$ cat src/rtl/seq_detector_prog.sv
// Runtime-programmable serial pattern detector: loadable pattern/length,
// overlap select, valid-qualified input and a saturating match counter.
module seq_detector_prog #(
  parameter int                 MAX_LEN     = 8,
  parameter int                 LEN_W       = $clog2(MAX_LEN + 1),
  parameter int                 CNT_W       = 8,
  parameter logic [MAX_LEN-1:0] DEF_PATTERN = MAX_LEN'(8'b0000_1011),
  parameter int                 DEF_LEN     = 4,
  parameter bit                 DEF_OVERLAP = 1'b1
) (
  input  logic               clk,
  input  logic               reset,
  input  logic               seq_in,
  input  logic               in_valid,
  input  logic               cfg_load,
  input  logic [MAX_LEN-1:0] pattern,
  input  logic [LEN_W-1:0]   pat_len,
  input  logic               overlap_en,
  output logic               detect_out,
  output logic [CNT_W-1:0]   match_count,
  output logic               cfg_err
);

  logic [MAX_LEN-1:0] hist_reg, hist_next;
  logic [LEN_W-1:0]   fill_reg, fill_next;
  logic               shifted_reg, shifted_next;
  logic [MAX_LEN-1:0] pat_reg, pat_next;
  logic [LEN_W-1:0]   len_reg, len_next;
  logic               overlap_reg, overlap_next;
  logic               detect_next;
  logic [CNT_W-1:0]   count_next;
  logic               err_next;

  logic [MAX_LEN-1:0] len_mask;
  logic               len_illegal;
  logic               bits_equal;
  logic               match;

  // Only the low len_reg bits of history/pattern take part in the compare.
  for (genvar gi = 0; gi < MAX_LEN; gi++) begin : g_mask
    assign len_mask[gi] = (len_reg > LEN_W'(gi));
  end

  assign len_illegal = (pat_len == '0) || (pat_len > LEN_W'(MAX_LEN));
  assign bits_equal  = (((hist_reg ^ pat_reg) & len_mask) == '0);
  assign match       = shifted_reg && !cfg_err && (fill_reg >= len_reg) && bits_equal;

  always_comb begin
    hist_next    = hist_reg;
    fill_next    = fill_reg;
    shifted_next = 1'b0;
    pat_next     = pat_reg;
    len_next     = len_reg;
    overlap_next = overlap_reg;
    err_next     = cfg_err;
    detect_next  = match;
    count_next   = match_count;

    if (cfg_load) begin
      pat_next     = pattern;
      len_next     = pat_len;
      overlap_next = overlap_en;
      err_next     = len_illegal;
      fill_next    = '0;
      detect_next  = 1'b0;
      count_next   = '0;
    end else begin
      // Non-overlap: the window restarts, but a bit valid on this edge still counts.
      if (match && !overlap_reg) begin
        fill_next = '0;
      end
      if (in_valid) begin
        hist_next    = {hist_reg[MAX_LEN-2:0], seq_in};
        shifted_next = 1'b1;
        if (fill_next != LEN_W'(MAX_LEN)) begin
          fill_next = fill_next + LEN_W'(1);
        end
      end
      if (match && (match_count != '1)) begin
        count_next = match_count + CNT_W'(1);
      end
    end
  end

  always_ff @(posedge clk or posedge reset) begin
    if (reset) begin
      hist_reg    <= '0;
      fill_reg    <= '0;
      shifted_reg <= 1'b0;
      pat_reg     <= DEF_PATTERN;
      len_reg     <= LEN_W'(DEF_LEN);
      overlap_reg <= DEF_OVERLAP;
      cfg_err     <= 1'b0;
      detect_out  <= 1'b0;
      match_count <= '0;
    end else begin
      hist_reg    <= hist_next;
      fill_reg    <= fill_next;
      shifted_reg <= shifted_next;
      pat_reg     <= pat_next;
      len_reg     <= len_next;
      overlap_reg <= overlap_next;
      cfg_err     <= err_next;
      detect_out  <= detect_next;
      match_count <= count_next;
    end
  end

  logic legacy_cfg;
  assign legacy_cfg = (len_reg == LEN_W'(4)) && (pat_reg[3:0] == 4'b1011) && overlap_reg && !cfg_err;

  a_pulse_single : assert property (@(posedge clk) disable iff (reset)
    (detect_out && !match) |=> !detect_out);

  a_count_monotonic : assert property (@(posedge clk) disable iff (reset)
    !cfg_load |=> (match_count >= $past(match_count)));

  a_fill_bound : assert property (@(posedge clk) disable iff (reset)
    fill_reg <= LEN_W'(MAX_LEN));

  // Four consecutive valid bits 1,0,1,1 under the legacy config show up two edges later.
  a_legacy_1011 : assert property (@(posedge clk) disable iff (reset)
    (legacy_cfg
     && $past(in_valid, 5) &&  $past(seq_in, 5)
     && $past(in_valid, 4) && !$past(seq_in, 4)
     && $past(in_valid, 3) &&  $past(seq_in, 3)
     && $past(in_valid, 2) &&  $past(seq_in, 2)
     && !$past(cfg_load, 1) && !$past(cfg_load, 2) && !$past(cfg_load, 3)
     && !$past(cfg_load, 4) && !$past(cfg_load, 5)
     && !$past(reset, 1) && !$past(reset, 2) && !$past(reset, 3)
     && !$past(reset, 4) && !$past(reset, 5))
    |-> detect_out);

endmodule

$ cat config.mk
export PLATFORM = sky130hd
export DESIGN_NAME = seq_detector_prog
export DESIGN_NICKNAME = d
export VERILOG_FILES = /design/src/rtl/seq_detector_prog.sv
export SDC_FILE = /design/constraint.sdc
export NUM_CORES = 1
export LEC_CHECK = 0
export ABC_AREA = 1
export CAP_MARGIN = 25
export CORE_ASPECT_RATIO = 0.9
export CORE_MARGIN = 1.5
export CORE_UTILIZATION = 28
export CTS_CLUSTER_DIAMETER = 100
export DETAILED_ROUTE_END_ITERATION = 7
export PLACE_DENSITY_LB_ADDON = 0.1
export SLEW_MARGIN = 20
export SYNTH_ARGS = -nofsm -noshare
export SYNTH_HDL_FRONTEND = slang
export SYNTH_SLANG_ARGS = --single-unit
export TNS_END_PERCENT = 100
$ cat constraint.sdc
create_clock -name clk -period 2.13 [get_ports clk]
set_clock_uncertainty 0.15 [all_clocks]
set_input_delay 0.426 -clock clk [delete_from_list [all_inputs] [get_ports clk]]
set_output_delay 0.426 -clock clk [all_outputs]
set_load 0.01 [all_outputs]
==> flow_summary.json, run 1 <==
{
  "vias_per_cell": 4.26,
  "final_core_util_pct": 39.7,
  "globalRouteTotalUtil_pct": 13.3,
  "fmax_ghz": 0.459,
  "cts_root_buf": "clkbuf_8",
  "clk_latency_ns": 0.29,
  "drc": 0,
  "dp_hpwl_um": 3230,
  "ff2ff_path_depth": 15,
  "start_util_pct": 29.6,
  "rr_startpoint": "len_reg[2]",
  "cts_tree": "yes",
  "worstReg2RegEnd": "fill_reg[0]",
  "clock-sinks": 36,
  "yosysSeqAreaShare_pct": 45.6,
  "finalWeightedCongestion": 0.739,
  "netlist_area_sq_mm": 0.00199,
  "via_count": 1665,
  "slew_viol_final": 0,
  "min_period_ns": 2.18,
  "ant_nets": 0,
  "dp_slack_ns": -0.0409,
  "cts_inserted_buffers": 5,
  "syn-num-nets": 279,
  "min_path_type": "input port to asynchronous set/reset pin",
  "tightest_slew_ns": 0.446,
  "firstDrtPassIters": 4,
  "area_delta_synth_final_pct": 34.2,
  "powerDensity_mw_per_mm2": 593,
  "avgSynthCellArea_sq_um": 7.84,
  "dpl_cell_area_sq_mm": 0.00250,
  "final_cell_mix": "nand2_1, inv_1, dfrtp_1",
  "totalWireLength_um": 4590,
  "ys_ff_latch": 36,
  "drv_cap": 0,
  "fp.dieW_um": 91.9,
  "pin_count": 28,
  "grt.overflow.total": 0,
  "arrival_ns": 2.25,
  "p_leak_nw": 1.22,
  "layout-drive-gt1-share_pct": 20.6,
  "yosysUniqueCellTypes": 29,
  "antenna_found_initial": 0,
  "fin_ws_ns": -0.0476,
  "violations": "setup timing",
  "portBuffers": 27,
  "r2r_setup_slack_ns": -0.05,
  "relSlewSlack_pct": 70.2,
  "period_share_pct": 102,
  "die_area_sq_mm": 0.00763,
  "wl_per_cell_um": 11.7,
  "tns_ns": -0.0476,
  "postCtsHoldBufs": 0,
  "ctsLongestPathBuffers": 2,
  "dieHeight_um": 83.0,
  "antennaDiodeCount": 0,
  "path_class": "flip-flop to flip-flop",
  "cp-start-kind": "flip-flop",
  "layout.nets": 326,
  "end_kind": "flip-flop",
  "path_clk_slew_ns": 0.07,
  "finalSetupViolations": 1,
  "rsz0062_at_grt": "true",
  "num_rows": 28,
  "crit_fanout": 3,
  "yosys_warnings": 0,
  "ir_worst_vdd_mv": 0.229,
  "final_common_cell": "nand2_1",
  "status": "finished with violations",
  "hold_violations": 0,
  "core_sq_mm": 0.00673,
  "grt_pass1_vias": 1604,
  "grt_max_degree": 37,
  "h-tree-depth": 2,
  "cp.required_ns": 2.20,
  "first_iter_violations": 30,
  "stdcell_area_sq_mm": 0.00267,
  "grt_pass1_wl_um": 7910,
  "synthCells": 254
}
## logic make-up after synthesis
kind of cell,after synthesis,synth area share (%)
simple gates,124,29.0
fa+ha+maj,7,4.40
buf+inv,48,9.11
xor+xnor,4,1.76
flops,36,45.6
compound gates,35,10.1
## how the worst max path moves through the flow
stage	from	to	slack, ns	cells past startpoint
2_1_floorplan	len_reg[2]	fill_reg[0]	-0.08	16
3_3_place_gp	len_reg[2]	fill_reg[0]	0.003	16
3_5_place_dp	len_reg[2]	fill_reg[0]	-0.04	16
4_1_cts	len_reg[2]	fill_reg[0]	-0.01	16
5_1_grt	len_reg[2]	fill_reg[0]	-0.17	15
6_report	len_reg[2]	fill_reg[0]	-0.05	15
## per-stage QoR
step	hold WS (ns)	total power, mW	cells
floorplan	0.318	0.986	254
global placement	0.334	1.11	381
detailed placement	0.340	1.11	381
CTS	0.330	1.61	389
global route	0.370	1.70	391
finish	0.333	1.58	391
## critical path, cell delays in order (launching register included)
cell and delay (ns):
dfstp_2 0.54, inv_2 0.05, ha_4 0.25, nand2_2 0.04, inv_1 0.05, nand2_1 0.04
nand2_1 0.06, nor2_2 0.05, nor2_4 0.11, nand3_4 0.11, nand2_4 0.11, ha_4 0.14
nand2_4 0.05, o2111ai_2 0.17, nand2_1 0.07, nor2_1 0.11
## what timing repair did
item	CTS	global route
setup endpoints to repair	3	9
pin swaps	11	6
buffers inserted	1	2
gates resized for setup	10	7
## power breakdown
group	switching, mW	internal [mW]
Sequential	0.0375	0.746
Clock	0.243	0.225
Combinational	0.188	0.145
Total	0.469	1.12
## area by class of cell
| type | count | area (sq um) |
|---|---|---|
| clock buffers | 7 | 76.3 |
| fillers | 732 | 4060 |
| inverters | 43 | 164 |
| multi-input cells | 170 | 992 |
| flip-flops and latches | 36 | 908 |
| well taps | 90 | 113 |
| repair buffers | 45 | 418 |
## synth_stat cells
cell type | number | area (sq um)
buf_2 | 1 | 5.00
o21ai_0 | 24 | 120
ha_1 | 7 | 87.6
nor4_1 | 1 | 6.26
xnor2_1 | 1 | 8.76
inv_2 | 3 | 11.3
inv_1 | 40 | 150
nand3_2 | 4 | 40.0
nand2_2 | 2 | 12.5
a21oi_2 | 1 | 8.76
o21ai_2 | 1 | 8.76
nor2_4 | 3 | 33.8
nor3_1 | 2 | 10.0
nand2_1 | 79 | 297
nor2_2 | 1 | 6.26
dfstp_2 | 5 | 131
o2111ai_1 | 1 | 8.76
nand3b_1 | 1 | 7.51
o31ai_1 | 2 | 15.0
a21oi_1 | 4 | 20.0
dfrtp_1 | 31 | 776
nand3_4 | 2 | 35.0
nor2_1 | 16 | 60.1
nand4_1 | 4 | 25.0
o31ai_2 | 1 | 12.5
nand3_1 | 9 | 45.0
xor2_1 | 3 | 26.3
o211ai_1 | 1 | 7.51
clkbuf_1 | 4 | 15.0
## routing by layer
metal	share of wire [%]	wire, um	global-route usage (%)	vias to the layer above
li1	-	-	-	888
met1	53	2420	18.9	755
met2	43	1990	19.4	18
met3	3.2	145	4.03	4
met4	0.74	34	3.36	0
met5	0	0	0	-
Note: power is estimated with default switching activity, not from simulation.
==> run 2: changes to the inputs <==
- SKIP_CTS_REPAIR_TIMING: not set -> 1
==> flow_summary.json, run 2 (synthesis results as in run 1) <==
{
  "multi_input_area_sq_mm": 0.00101,
  "final_common_cell": "nand2_1",
  "power.total_mw": 1.60,
  "clock-sinks": 36,
  "use_met1_pct": 18.5,
  "globalRoute.busiestLayer": "met1",
  "wl_per_cell_um": 11.8,
  "via_count": 1676,
  "layout-drive-gt1-share_pct": 20.5,
  "drv_cap": 0,
  "finalWeightedCongestion": 0.739,
  "grt_pass1_vias": 1566,
  "fp.dieW_um": 91.9,
  "groute.layer.met2.usage_pct": 18.2,
  "tightest_slew_ns": 0.485,
  "powerDensity_mw_per_mm2": 594,
  "fin_ws_ns": -0.0304,
  "area.sequential_sq_um": 907,
  "grt.overflow.total": 0,
  "dp_hpwl_um": 3230,
  "first_iter_violations": 29,
  "min_path_type": "input port to asynchronous set/reset pin",
  "ir_worst_vdd_mv": 0.229,
  "period_share_pct": 101,
  "grt_pass1_wl_um": 7620,
  "antennaDiodeCount": 0,
  "end_kind": "flip-flop",
  "path_class": "flip-flop to flip-flop",
  "cts_root_buf": "clkbuf_8",
  "min_period_ns": 2.16,
  "vias_per_cell": 4.28,
  "rr_startpoint": "len_reg[2]",
  "layout.cells.non_filler": 392,
  "dp_slack_ns": -0.0409,
  "fill_cells": 727,
  "status": "finished with violations",
  "cts_inserted_buffers": 5,
  "violations": "setup timing",
  "core_sq_mm": 0.00673,
  "firstDrtPassIters": 4,
  "globalRouteTotalUtil_pct": 12.8,
  "worstReg2RegEnd": "fill_reg[0]",
  "p_leak_nw": 1.22,
  "crit_path_end": "fill_reg[0]",
  "area_delta_synth_final_pct": 35.3,
  "cp-startpoint": "len_reg[2]",
  "die_area_sq_mm": 0.00763,
  "path_clk_slew_ns": 0.07,
  "slew_viol_final": 0,
  "cts_tree": "yes",
  "h-tree-depth": 2,
  "final_core_util_pct": 40.0,
  "cp-start-kind": "flip-flop",
  "crit_fanout": 3,
  "dp.cells": 381,
  "start_util_pct": 29.6,
  "r2r_setup_slack_ns": -0.03,
  "arrival_ns": 2.24,
  "met3_usage_pct": 4.03,
  "layout.nets": 327,
  "finalSetupViolations": 2,
  "antenna_found_initial": 0,
  "clk_latency_ns": 0.29,
  "ant_nets": 0,
  "grt_max_degree": 37,
  "portBuffers": 27,
  "pin_count": 28,
  "rsz0062_at_grt": "true",
  "ctsLongestPathBuffers": 2,
  "totalWireLength_um": 4640,
  "cp.required_ns": 2.21,
  "drc": 0,
  "fmax_ghz": 0.463,
  "ff2ff_path_depth": 15,
  "hold_violations": 0,
  "dieHeight_um": 83.0,
  "relSlewSlack_pct": 67.6,
  "final_cell_mix": "nand2_1, inv_1, dfrtp_1",
  "num_rows": 28
}
-- run 2: cell count changes in the layout (fill, tap and decap cells not counted), sizes merged --
cell / delta
buf: +1
-- run 2: cell type report --
type                       instances  share of cell area (%)
sequential                        36                    33.7
clock buffer                       7                    2.83
multi-input combinational        170                    37.3
tap                               90                    4.18
inverter                          43                    6.18
timing repair buffer              46                    15.8
-- run 2: stage by stage --
step	area, sq um	TNS (ns)	hold slack (ns)
after floorplan	2010	-0.179	0.318
after global placement	2500	0	0.334
after detailed placement	2500	-0.0605	0.340
after CTS	2580	-0.113	0.330
after global routing	2690	-0.422	0.370
final	2690	-0.0429	0.330
-- run 2: worst min-delay path by stage --
stage                           from              to  depth (start not counted)
after floorplan           pat_reg[0]      pat_reg[0]                          2
after global placement    pat_reg[1]      pat_reg[1]                          2
after detailed placement  pat_reg[0]      pat_reg[0]                          2
after CTS                      reset  match_count[1]                          3
after global routing           reset     hist_reg[4]                          3
final                          reset  match_count[1]                          3
-- run 2: where the power goes --
part	total, mW	leakage, nW	switching [mW]	internal (mW)
Combinational	0.342	0.731	0.193	0.149
Sequential	0.783	0.455	0.0379	0.745
Clock	0.474	0.0383	0.248	0.226
Total	1.60	1.22	0.479	1.12
-- run 2: critical path, cell delays in order, from the launching register on --
cell and delay (ns):
dfstp_2 0.54, inv_2 0.05, ha_4 0.25, nand2_2 0.04, inv_1 0.05, nand2_1 0.04, nand2_1 0.06, nor2_2 0.05
nor2_4 0.13, nand3_4 0.12, nand2_4 0.11, ha_4 0.14, nand2_4 0.05, o2111ai_2 0.16, nand2_1 0.07, nor2_1 0.10
-- run 2: per-layer routing --
metal	part of all wire, %	wire (um)
met2	42	1970
met5	0	0
met3	3.4	159
met1	53	2460
met4	1.0	48
